===== config.mk =====
export PLATFORM = sky130hd
export DESIGN_NAME = mag_stream_to_bram_flat
export DESIGN_NICKNAME = d
export VERILOG_FILES = /design/src/rtl/mag_stream_to_bram_pkg.sv /design/src/rtl/mag_stream_to_bram_if.sv /design/src/rtl/mag_stream_to_bram_bin_peak_tracker.sv /design/src/rtl/mag_stream_to_bram.sv /design/src/flat_wrapper.sv
export SDC_FILE = /design/constraint.sdc
export NUM_CORES = 1
export LEC_CHECK = 0
export BUFFER_PORTS_ARGS = -buffer_cell sky130_fd_sc_hd__clkbuf_2
export CAP_MARGIN = 5
export CORE_MARGIN = 8
export CORE_UTILIZATION = 45
export CTS_CLUSTER_DIAMETER = 30
export DETAILED_ROUTE_END_ITERATION = 8
export GPL_ROUTABILITY_DRIVEN = 0
export PLACE_DENSITY = 0.66
export REMOVE_ABC_BUFFERS = 1
export SETUP_SLACK_MARGIN = 0.05
export SYNTH_ARGS = -nofsm -noshare
export SYNTH_HDL_FRONTEND = slang
export SYNTH_SLANG_ARGS = --single-unit

===== constraint.sdc =====
create_clock -name clk -period 5.3 [get_ports clk]
set_input_delay 1.59 -clock clk [delete_from_list [all_inputs] [get_ports clk]]
set_output_delay 1.59 -clock clk [all_outputs]
set_load 0.005 [all_outputs]

===== src/rtl/mag_stream_to_bram_pkg.sv =====
// Shared definitions for the magnitude-stream histogram writer.
// Holds the default widths, the FFT frame length and the frame-sync FSM
// state encoding used by the top level and its peak tracker.
package mag_stream_to_bram_pkg;

  localparam int IDX_W     = 12;    // FFT bin index width (4096-point frame)
  localparam int ADDR_W    = 10;    // stored bins = 2**ADDR_W
  localparam int DATA_W    = 16;    // stored magnitude width
  localparam int MAG_W     = 24;    // incoming magnitude width
  localparam int FRAME_LEN = 4096;  // beats per complete FFT frame

  typedef enum logic [0:0] {
    ST_SYNC = 1'b0,  // hunting for a bin-0 beat
    ST_RUN  = 1'b1   // inside a frame, checking index continuity
  } state_e;

endpackage


===== src/rtl/mag_stream_to_bram_if.sv =====
// AXI-stream style magnitude channel from the FFT magnitude stage.
//   s_tdata  : magnitude, MAG_W bits
//   s_tuser  : FFT bin index, IDX_W bits
//   s_tlast  : frame end marker
//   s_tvalid : beat valid
//   s_tready : sink ready
// master drives the beat fields, slave returns s_tready.
interface mag_stream_to_bram_if #(
  parameter int MAG_W = mag_stream_to_bram_pkg::MAG_W,
  parameter int IDX_W = mag_stream_to_bram_pkg::IDX_W
);

  logic [MAG_W-1:0] s_tdata;
  logic [IDX_W-1:0] s_tuser;
  logic             s_tlast;
  logic             s_tvalid;
  logic             s_tready;

  modport master (
    output s_tdata, s_tuser, s_tlast, s_tvalid,
    input  s_tready
  );

  modport slave (
    input  s_tdata, s_tuser, s_tlast, s_tvalid,
    output s_tready
  );

endinterface


===== src/rtl/mag_stream_to_bram_bin_peak_tracker.sv =====
// Running maximum over the bins written during one frame.
//   clk, reset_n : clock, asynchronous active-low reset
//   clear        : restart the search (takes effect after this edge)
//   smp_valid    : a bin is being sampled this cycle
//   smp_bin      : bin number of the sample
//   smp_mag      : stored magnitude of the sample
//   peak_bin     : best bin so far, including this cycle's sample
//   peak_mag     : magnitude of peak_bin
// The outputs already fold in the current sample so a consumer that
// registers them on the closing edge of a frame sees the full result,
// and clear only zeroes the state behind them, so the outgoing frame's
// peak is still readable in the same cycle a new frame starts.
module bin_peak_tracker #(
  parameter int ADDR_W = mag_stream_to_bram_pkg::ADDR_W,
  parameter int DATA_W = mag_stream_to_bram_pkg::DATA_W
) (
  input  logic              clk,
  input  logic              reset_n,
  input  logic              clear,
  input  logic              smp_valid,
  input  logic [ADDR_W-1:0] smp_bin,
  input  logic [DATA_W-1:0] smp_mag,
  output logic [ADDR_W-1:0] peak_bin,
  output logic [DATA_W-1:0] peak_mag
);

  import mag_stream_to_bram_pkg::*;

  logic [ADDR_W-1:0] bin_q, bin_d;
  logic [DATA_W-1:0] mag_q, mag_d;

  always_comb begin
    peak_bin = bin_q;
    peak_mag = mag_q;
    // strict compare: on a tie the earlier (lower) bin is kept
    if (smp_valid && (smp_mag > mag_q)) begin
      peak_bin = smp_bin;
      peak_mag = smp_mag;
    end
    bin_d = clear ? '0 : peak_bin;
    mag_d = clear ? '0 : peak_mag;
  end

  always_ff @(posedge clk or negedge reset_n) begin
    if (!reset_n) begin
      bin_q <= '0;
      mag_q <= '0;
    end else begin
      bin_q <= bin_d;
      mag_q <= mag_d;
    end
  end

endmodule


===== src/rtl/mag_stream_to_bram.sv =====
// Writes one FFT frame of magnitudes into a double-buffered histogram
// BRAM and publishes the frame's peak bin when the frame completes.
//   clk, reset_n     : clock, asynchronous active-low reset
//   enable           : accept the stream when high
//   s                : magnitude stream (slave side, never backpressures)
//   wr_en/addr/data  : BRAM port A, wr_addr = {bank, bin}
//   rd_bank          : bank the display reader owns
//   frame_done       : one-cycle pulse per completed frame
//   frame_count      : completed frames, wraps
//   peak_bin/mag     : largest non-DC bin of the last completed frame
//   err_*            : one-cycle protocol error pulses
module mag_stream_to_bram #(
  parameter int IDX_W  = mag_stream_to_bram_pkg::IDX_W,
  parameter int ADDR_W = mag_stream_to_bram_pkg::ADDR_W,
  parameter int DATA_W = mag_stream_to_bram_pkg::DATA_W,
  parameter int MAG_W  = mag_stream_to_bram_pkg::MAG_W
) (
  input  logic                    clk,
  input  logic                    reset_n,
  input  logic                    enable,
  mag_stream_to_bram_if.slave     s,
  output logic                    wr_en,
  output logic [ADDR_W:0]         wr_addr,
  output logic [DATA_W-1:0]       wr_data,
  output logic                    rd_bank,
  output logic                    frame_done,
  output logic [15:0]             frame_count,
  output logic [ADDR_W-1:0]       peak_bin,
  output logic [DATA_W-1:0]       peak_mag,
  output logic                    err_index,
  output logic                    err_early_last,
  output logic                    err_missing_last
);

  import mag_stream_to_bram_pkg::*;

  localparam logic [IDX_W-1:0] LAST_IDX = IDX_W'(FRAME_LEN - 1);

  function automatic logic [DATA_W-1:0] sat_mag(input logic [MAG_W-1:0] m);
    return (m[MAG_W-1:DATA_W] == '0) ? m[DATA_W-1:0] : '1;
  endfunction

  state_e            state_q, state_d;
  logic [IDX_W-1:0]  exp_q, exp_d;
  logic              rdy_q, rdy_d;
  logic              wr_en_q, wr_en_d;
  logic [ADDR_W:0]   wr_addr_q, wr_addr_d;
  logic [DATA_W-1:0] wr_data_q, wr_data_d;
  logic              err_idx_q, err_idx_d;
  logic              err_early_q, err_early_d;
  logic              err_miss_q, err_miss_d;
  logic              done1_q, done1_d;
  logic              frame_done_q, frame_done_d;
  logic              rd_bank_q, rd_bank_d;
  logic [15:0]       fcount_q, fcount_d;
  logic [ADDR_W-1:0] peak_bin_q, peak_bin_d;
  logic [DATA_W-1:0] peak_mag_q, peak_mag_d;

  logic              accept;
  logic              in_range;
  logic              wr_bank;
  logic              wr_beat;
  logic              clr_peak;
  logic [ADDR_W-1:0] trk_bin;
  logic [DATA_W-1:0] trk_mag;

  bin_peak_tracker #(
    .ADDR_W (ADDR_W),
    .DATA_W (DATA_W)
  ) u_peak (
    .clk       (clk),
    .reset_n   (reset_n),
    .clear     (clr_peak),
    .smp_valid (wr_en_q && (wr_addr_q[ADDR_W-1:0] != '0)),
    .smp_bin   (wr_addr_q[ADDR_W-1:0]),
    .smp_mag   (wr_data_q),
    .peak_bin  (trk_bin),
    .peak_mag  (trk_mag)
  );

  always_comb begin
    accept   = s.s_tvalid & rdy_q;
    in_range = (s.s_tuser[IDX_W-1:ADDR_W] == '0);
    // The bank swap lands one cycle after the completing beat's write,
    // so a back-to-back frame starting in that gap cycle must already
    // target the bank that is about to be released by the reader.
    wr_bank  = ~(rd_bank_q ^ done1_q);

    state_d     = state_q;
    exp_d       = exp_q;
    rdy_d       = enable;
    wr_en_d     = 1'b0;
    wr_addr_d   = wr_addr_q;
    wr_data_d   = wr_data_q;
    err_idx_d   = 1'b0;
    err_early_d = 1'b0;
    err_miss_d  = 1'b0;
    done1_d     = 1'b0;
    wr_beat     = 1'b0;
    clr_peak    = 1'b0;

    // stage 0: frame sync and index checking on the accepted beat
    case (state_q)
      ST_SYNC: begin
        if (accept && (s.s_tuser == '0)) begin
          state_d  = ST_RUN;
          exp_d    = IDX_W'(1);
          clr_peak = 1'b1;
          wr_beat  = 1'b1;
        end
      end
      ST_RUN: begin
        if (!rdy_q) begin
          // enable dropped: quiet abort, the frame is simply not used
          state_d = ST_SYNC;
        end else if (accept) begin
          if (s.s_tuser != exp_q) begin
            err_idx_d = 1'b1;
            state_d   = ST_SYNC;
          end else if (s.s_tuser == LAST_IDX) begin
            wr_beat    = 1'b1;
            done1_d    = 1'b1;
            err_miss_d = ~s.s_tlast;
            state_d    = ST_SYNC;
          end else if (s.s_tlast) begin
            err_early_d = 1'b1;
            state_d     = ST_SYNC;
          end else begin
            wr_beat = 1'b1;
            exp_d   = exp_q + IDX_W'(1);
          end
        end
      end
      default: state_d = ST_SYNC;
    endcase

    if (wr_beat && in_range) begin
      wr_en_d   = 1'b1;
      wr_addr_d = {wr_bank, s.s_tuser[ADDR_W-1:0]};
      wr_data_d = sat_mag(s.s_tdata);
    end

    // stage 1 -> 2: publish the completed frame
    frame_done_d = done1_q;
    rd_bank_d    = rd_bank_q ^ done1_q;
    fcount_d     = done1_q ? (fcount_q + 16'd1) : fcount_q;
    peak_bin_d   = done1_q ? trk_bin : peak_bin_q;
    peak_mag_d   = done1_q ? trk_mag : peak_mag_q;
  end

  always_ff @(posedge clk or negedge reset_n) begin
    if (!reset_n) begin
      state_q      <= ST_SYNC;
      exp_q        <= '0;
      rdy_q        <= 1'b0;
      wr_en_q      <= 1'b0;
      wr_addr_q    <= '0;
      wr_data_q    <= '0;
      err_idx_q    <= 1'b0;
      err_early_q  <= 1'b0;
      err_miss_q   <= 1'b0;
      done1_q      <= 1'b0;
      frame_done_q <= 1'b0;
      rd_bank_q    <= 1'b0;
      fcount_q     <= '0;
      peak_bin_q   <= '0;
      peak_mag_q   <= '0;
    end else begin
      state_q      <= state_d;
      exp_q        <= exp_d;
      rdy_q        <= rdy_d;
      wr_en_q      <= wr_en_d;
      wr_addr_q    <= wr_addr_d;
      wr_data_q    <= wr_data_d;
      err_idx_q    <= err_idx_d;
      err_early_q  <= err_early_d;
      err_miss_q   <= err_miss_d;
      done1_q      <= done1_d;
      frame_done_q <= frame_done_d;
      rd_bank_q    <= rd_bank_d;
      fcount_q     <= fcount_d;
      peak_bin_q   <= peak_bin_d;
      peak_mag_q   <= peak_mag_d;
    end
  end

  assign s.s_tready       = rdy_q;
  assign wr_en            = wr_en_q;
  assign wr_addr          = wr_addr_q;
  assign wr_data          = wr_data_q;
  assign rd_bank          = rd_bank_q;
  assign frame_done       = frame_done_q;
  assign frame_count      = fcount_q;
  assign peak_bin         = peak_bin_q;
  assign peak_mag         = peak_mag_q;
  assign err_index        = err_idx_q;
  assign err_early_last   = err_early_q;
  assign err_missing_last = err_miss_q;

endmodule


===== src/flat_wrapper.sv =====
// flat-port wrapper written by rule: the top's interface ports become plain ports
module mag_stream_to_bram_flat import mag_stream_to_bram_pkg::*;
#(
  parameter int IDX_W  = mag_stream_to_bram_pkg::IDX_W,
  parameter int ADDR_W = mag_stream_to_bram_pkg::ADDR_W,
  parameter int DATA_W = mag_stream_to_bram_pkg::DATA_W,
  parameter int MAG_W  = mag_stream_to_bram_pkg::MAG_W
)
  (clk, reset_n, enable, wr_en, wr_addr, wr_data, rd_bank, frame_done, frame_count, peak_bin, peak_mag, err_index, err_early_last, err_missing_last, s_s_tdata, s_s_tuser, s_s_tlast, s_s_tvalid, s_s_tready);
  mag_stream_to_bram_if #(.MAG_W(MAG_W), .IDX_W(IDX_W)) s_i ();
  input  logic clk;
  input  logic reset_n;
  input  logic enable;
  output logic wr_en;
  output logic [ADDR_W:0] wr_addr;
  output logic [DATA_W-1:0] wr_data;
  output logic rd_bank;
  output logic frame_done;
  output logic [15:0] frame_count;
  output logic [ADDR_W-1:0] peak_bin;
  output logic [DATA_W-1:0] peak_mag;
  output logic err_index;
  output logic err_early_last;
  output logic err_missing_last;
  input wire logic [$bits(s_i.s_tdata)-1:0] s_s_tdata;
  input wire logic [$bits(s_i.s_tuser)-1:0] s_s_tuser;
  input wire logic [$bits(s_i.s_tlast)-1:0] s_s_tlast;
  input wire logic [$bits(s_i.s_tvalid)-1:0] s_s_tvalid;
  output wire logic [$bits(s_i.s_tready)-1:0] s_s_tready;
  assign s_i.s_tdata = s_s_tdata;
  assign s_i.s_tuser = s_s_tuser;
  assign s_i.s_tlast = s_s_tlast;
  assign s_i.s_tvalid = s_s_tvalid;
  assign s_s_tready = s_i.s_tready;
  mag_stream_to_bram #(.IDX_W(IDX_W), .ADDR_W(ADDR_W), .DATA_W(DATA_W), .MAG_W(MAG_W)) u_core (.clk(clk), .reset_n(reset_n), .enable(enable), .s(s_i), .wr_en(wr_en), .wr_addr(wr_addr), .wr_data(wr_data), .rd_bank(rd_bank), .frame_done(frame_done), .frame_count(frame_count), .peak_bin(peak_bin), .peak_mag(peak_mag), .err_index(err_index), .err_early_last(err_early_last), .err_missing_last(err_missing_last));
endmodule

==> results.yml <==
critical_path:
  cpLargestDelayFamily: "compound AO/OA/AOI/OAI gates"
  timing.critical_path.arrival_ns: 3.97
  cp_cell_sequence: "clkbuf_2 > nor4_1 > nand4_1 > buf_4 > a211oi_4 > buf_4 > o22a_1"
  path_max_fanout: 67
  crit_slowest_cell: "a211oi_4"
  worstSetupEndpointType: "flop"
  max_stage_delay_ns: 0.83
  critPathRequiredTime_ns: 5.65
  start_kind: "primary input"
  cpMostUsedCell: "buf_4"
  critPathBufInv: 3
  setup.worst_path.class: "primary input to flop"
routing:
  via_count: 5593
  drt_iter0_markers: 549
  drtPass1Iterations: 5
  via_per_inst: 5.91
  wl_per_cell_microns: 18.8
  drt_wl_total_microns: 17800
  drc: 0
  drtAntennaViolNets: 0
yosys:
  syn_area_sq_um: 6350
  async_reset_ff_frac: 1.00
  synth_top_cell_by_area: "dfrtp_1"
  synth.most_common_cell: "nand2_1"
  syn_inst: 656
  yosys.area.top_type_share: 0.457
  ys_top_cells_by_area: "dfrtp_1 46%, nand2_1 7.3%, mux2i_1 4.4%"
  synth_commonest_cells: "123 x nand2_1, 116 x dfrtp_1, 40 x clkbuf_1, 34 x nand3_1, 32 x o31ai_1"
  ys_types: 53
  ys_seq_area_frac: 0.457
  syn_avg_cell_area_sq_um: 9.68
  synth_ff_type: "dfrtp_1"
  ys_ff_latch: 116
  synth_warnings: 0
  synth_edf_count: 0
grt:
  grt_use_total: 0.198
  grt_pass1_vias: 5596
  grt.met3_usage: 0.0520
  grt_remaining_overflow: 0
  grt_max_degree: 79
  antenna_found_initial: 0
  grt_pass1_wl_microns: 28900
  grt_use_met2: 0.318
  grt.busiest_layer: "met2"
  use_met1: 0.249
placement:
  dp_hpwl_microns: 11800
  post-place-cells: 915
  dp_slack_ns: 1.30
  io_buffer_count: 116
timing:
  timing.final.crit_share: 0.682
  hold_viol: 0
  hold-worst-slack_ns: 0.469
  slew_violations: 0
  fin_ws_ns: 1.68
  fin_crit_ns: 3.62
  setup_viol: 0
  tightest_slew_ns: 1.03
  rsz0062_at_grt: "no"
  slew_headroom: 0.311
  max_freq_mhz: 277
  finClkSkew_ns: 0.00705
cts:
  cts_setup_buffers: 0
  cts_resized: 0
  clk_path_buf_depth: 2
  clk_pin_slew_worst_paths_ns: 0.05
  cts_hold_buf: 0
  clock-sinks: 116
  htreeDepth: 4
  tritoncts: "built"
  cts_root_buf: "clkbuf_16"
  cts_buffers: 17
  clk_latency_ns: 0.42
status:
  status: "finished clean"
floorplanning:
  core_area_sq_um: 13800
  die_w_microns: 135
  die_area_sq_um: 18200
  start_util: 0.459
  io_pins: 117
  die_h_microns: 135
  rows: 43
final_layout:
  drive_gt1_frac: 0.232
  syn_to_final_growth_pct: 21.2
  diodes: 0
  fin_cells: 947
  nets: 813
pwr:
  peakVddDrop_mv: 0.157
  power_density_nw_per_um2: 274
  p_leak_uw: 0.00351
  power.total_uw: 2110
flow_run:
  maxCapViolCount: 0
hold_path:
  hold_path.class: "flop to flop"
## metrics by stage
| step | util | instance area (sq um) | setup TNS, ns |
|---|---|---|---|
| after floorplan | - | 6150 | -0.521 |
| after global routing | 0.557 | 7700 | 0 |
| final | 0.557 | 7700 | 0 |
| after detailed placement | 0.513 | 7090 | 0 |
| after global placement | 0.513 | 7090 | 0 |
| after CTS | 0.557 | 7700 | 0 |
## power by group
group / leakage [uW] / internal (uW) / total, uW / switching (uW)
combinational: 0.00161 / 19.8 / 59.3 / 39.5
sequential: 0.00161 / 887 / 888 / 1.00
clock: 0.000282 / 750 / 1170 / 415
total: 0.00351 / 1660 / 2110 / 456
## worst register-to-register path: stages (launching register included)
cell	delay, ns
dfrtp_1	0.45
ha_1	0.35
nand4_1	0.33
a2111oi_4	0.44
o31a_2	0.82
mux2i_1	0.30
## sequential cells by signal, summed over array words and instances (netlist names)
name,count
u_core.frame_count,16
u_core.peak_mag,16
u_core.u_peak.mag_q,16
u_core.wr_data,16
u_core.exp_q,12
u_core.wr_addr,11
u_core.peak_bin,10
u_core.u_peak.bin_q,10
u_core.done1_q,1
u_core.err_early_last,1
u_core.err_index,1
u_core.err_missing_last,1
u_core.frame_done,1
u_core.rd_bank,1
u_core.s.s_tready,1
u_core.state_q,1
u_core.wr_en,1
## final cells by class
class / count / area [sq um]
Timing Repair Buffer: 126 / 671
Clock buffer: 20 / 447
Inverter: 20 / 75.1
Tap cell: 180 / 225
Clock inverter: 12 / 156
Multi-Input combinational cell: 473 / 3220
Fill cell: 1219 / 6130
Sequential cell: 116 / 2900
## cell families (layout without fill, tap and decap cells)
logic type               after synthesis  in the layout  synth area share
AO/OA/AOI/OAI                        110            110             0.142
XOR/XNOR                              28             28            0.0386
adder cells (fa/ha/maj)               18             18            0.0355
buffers and inverters                 67            178            0.0435
flip-flops                           116            116             0.457
multiplexers                          40             40            0.0654
AND/OR/NAND/NOR                      277            277             0.218
## cell usage in the layout, fill, tap and decap left out, types with 3 or more instances in the layout
cell,count
clkinvlp_4,4
clkinv_4,3
mux2_2,11
nand2b_1,4
or3_1,3
xnor2_1,21
o21ai_0,3
nand4_1,19
clkbuf_16,17
a21oi_1,8
and4_1,3
o311ai_0,4
nand3_1,34
ha_1,18
inv_1,19
buf_4,10
mux2i_1,28
a2bb2oi_1,26
nand2_1,123
o22a_1,16
o31ai_1,32
or4_1,29
clkbuf_2,115
nor4_1,6
nor3_1,31
xor2_1,7
bufinv_16,3
dfrtp_1,115
nor2_1,13
## metal layers
layer	share of wire	vias to the layer above
met5	0	-
met4	0.017	0
met3	0.068	27
met2	0.49	209
met1	0.42	2729
li1	-	2628
## path summary, 6_finish.rpt
check / from / end / slack (ns) / depth (start not counted)
max in group asynchronous: reset_n / u_core.frame_count[15] / 3.23 / 2
min: u_core.frame_count[15] / u_core.frame_count[15] / 0.47 / 1
min in group asynchronous: reset_n / u_core.wr_data[6] / 1.33 / 1
max reg2reg: u_core.wr_data[14] / u_core.u_peak.mag_q[12] / 2.53 / 5
min reg2reg: u_core.frame_count[15] / u_core.frame_count[15] / 0.47 / 1
max: s_s_tuser[0] / u_core.wr_data[11] / 1.68 / 7
(Power assumes the default switching activity.)
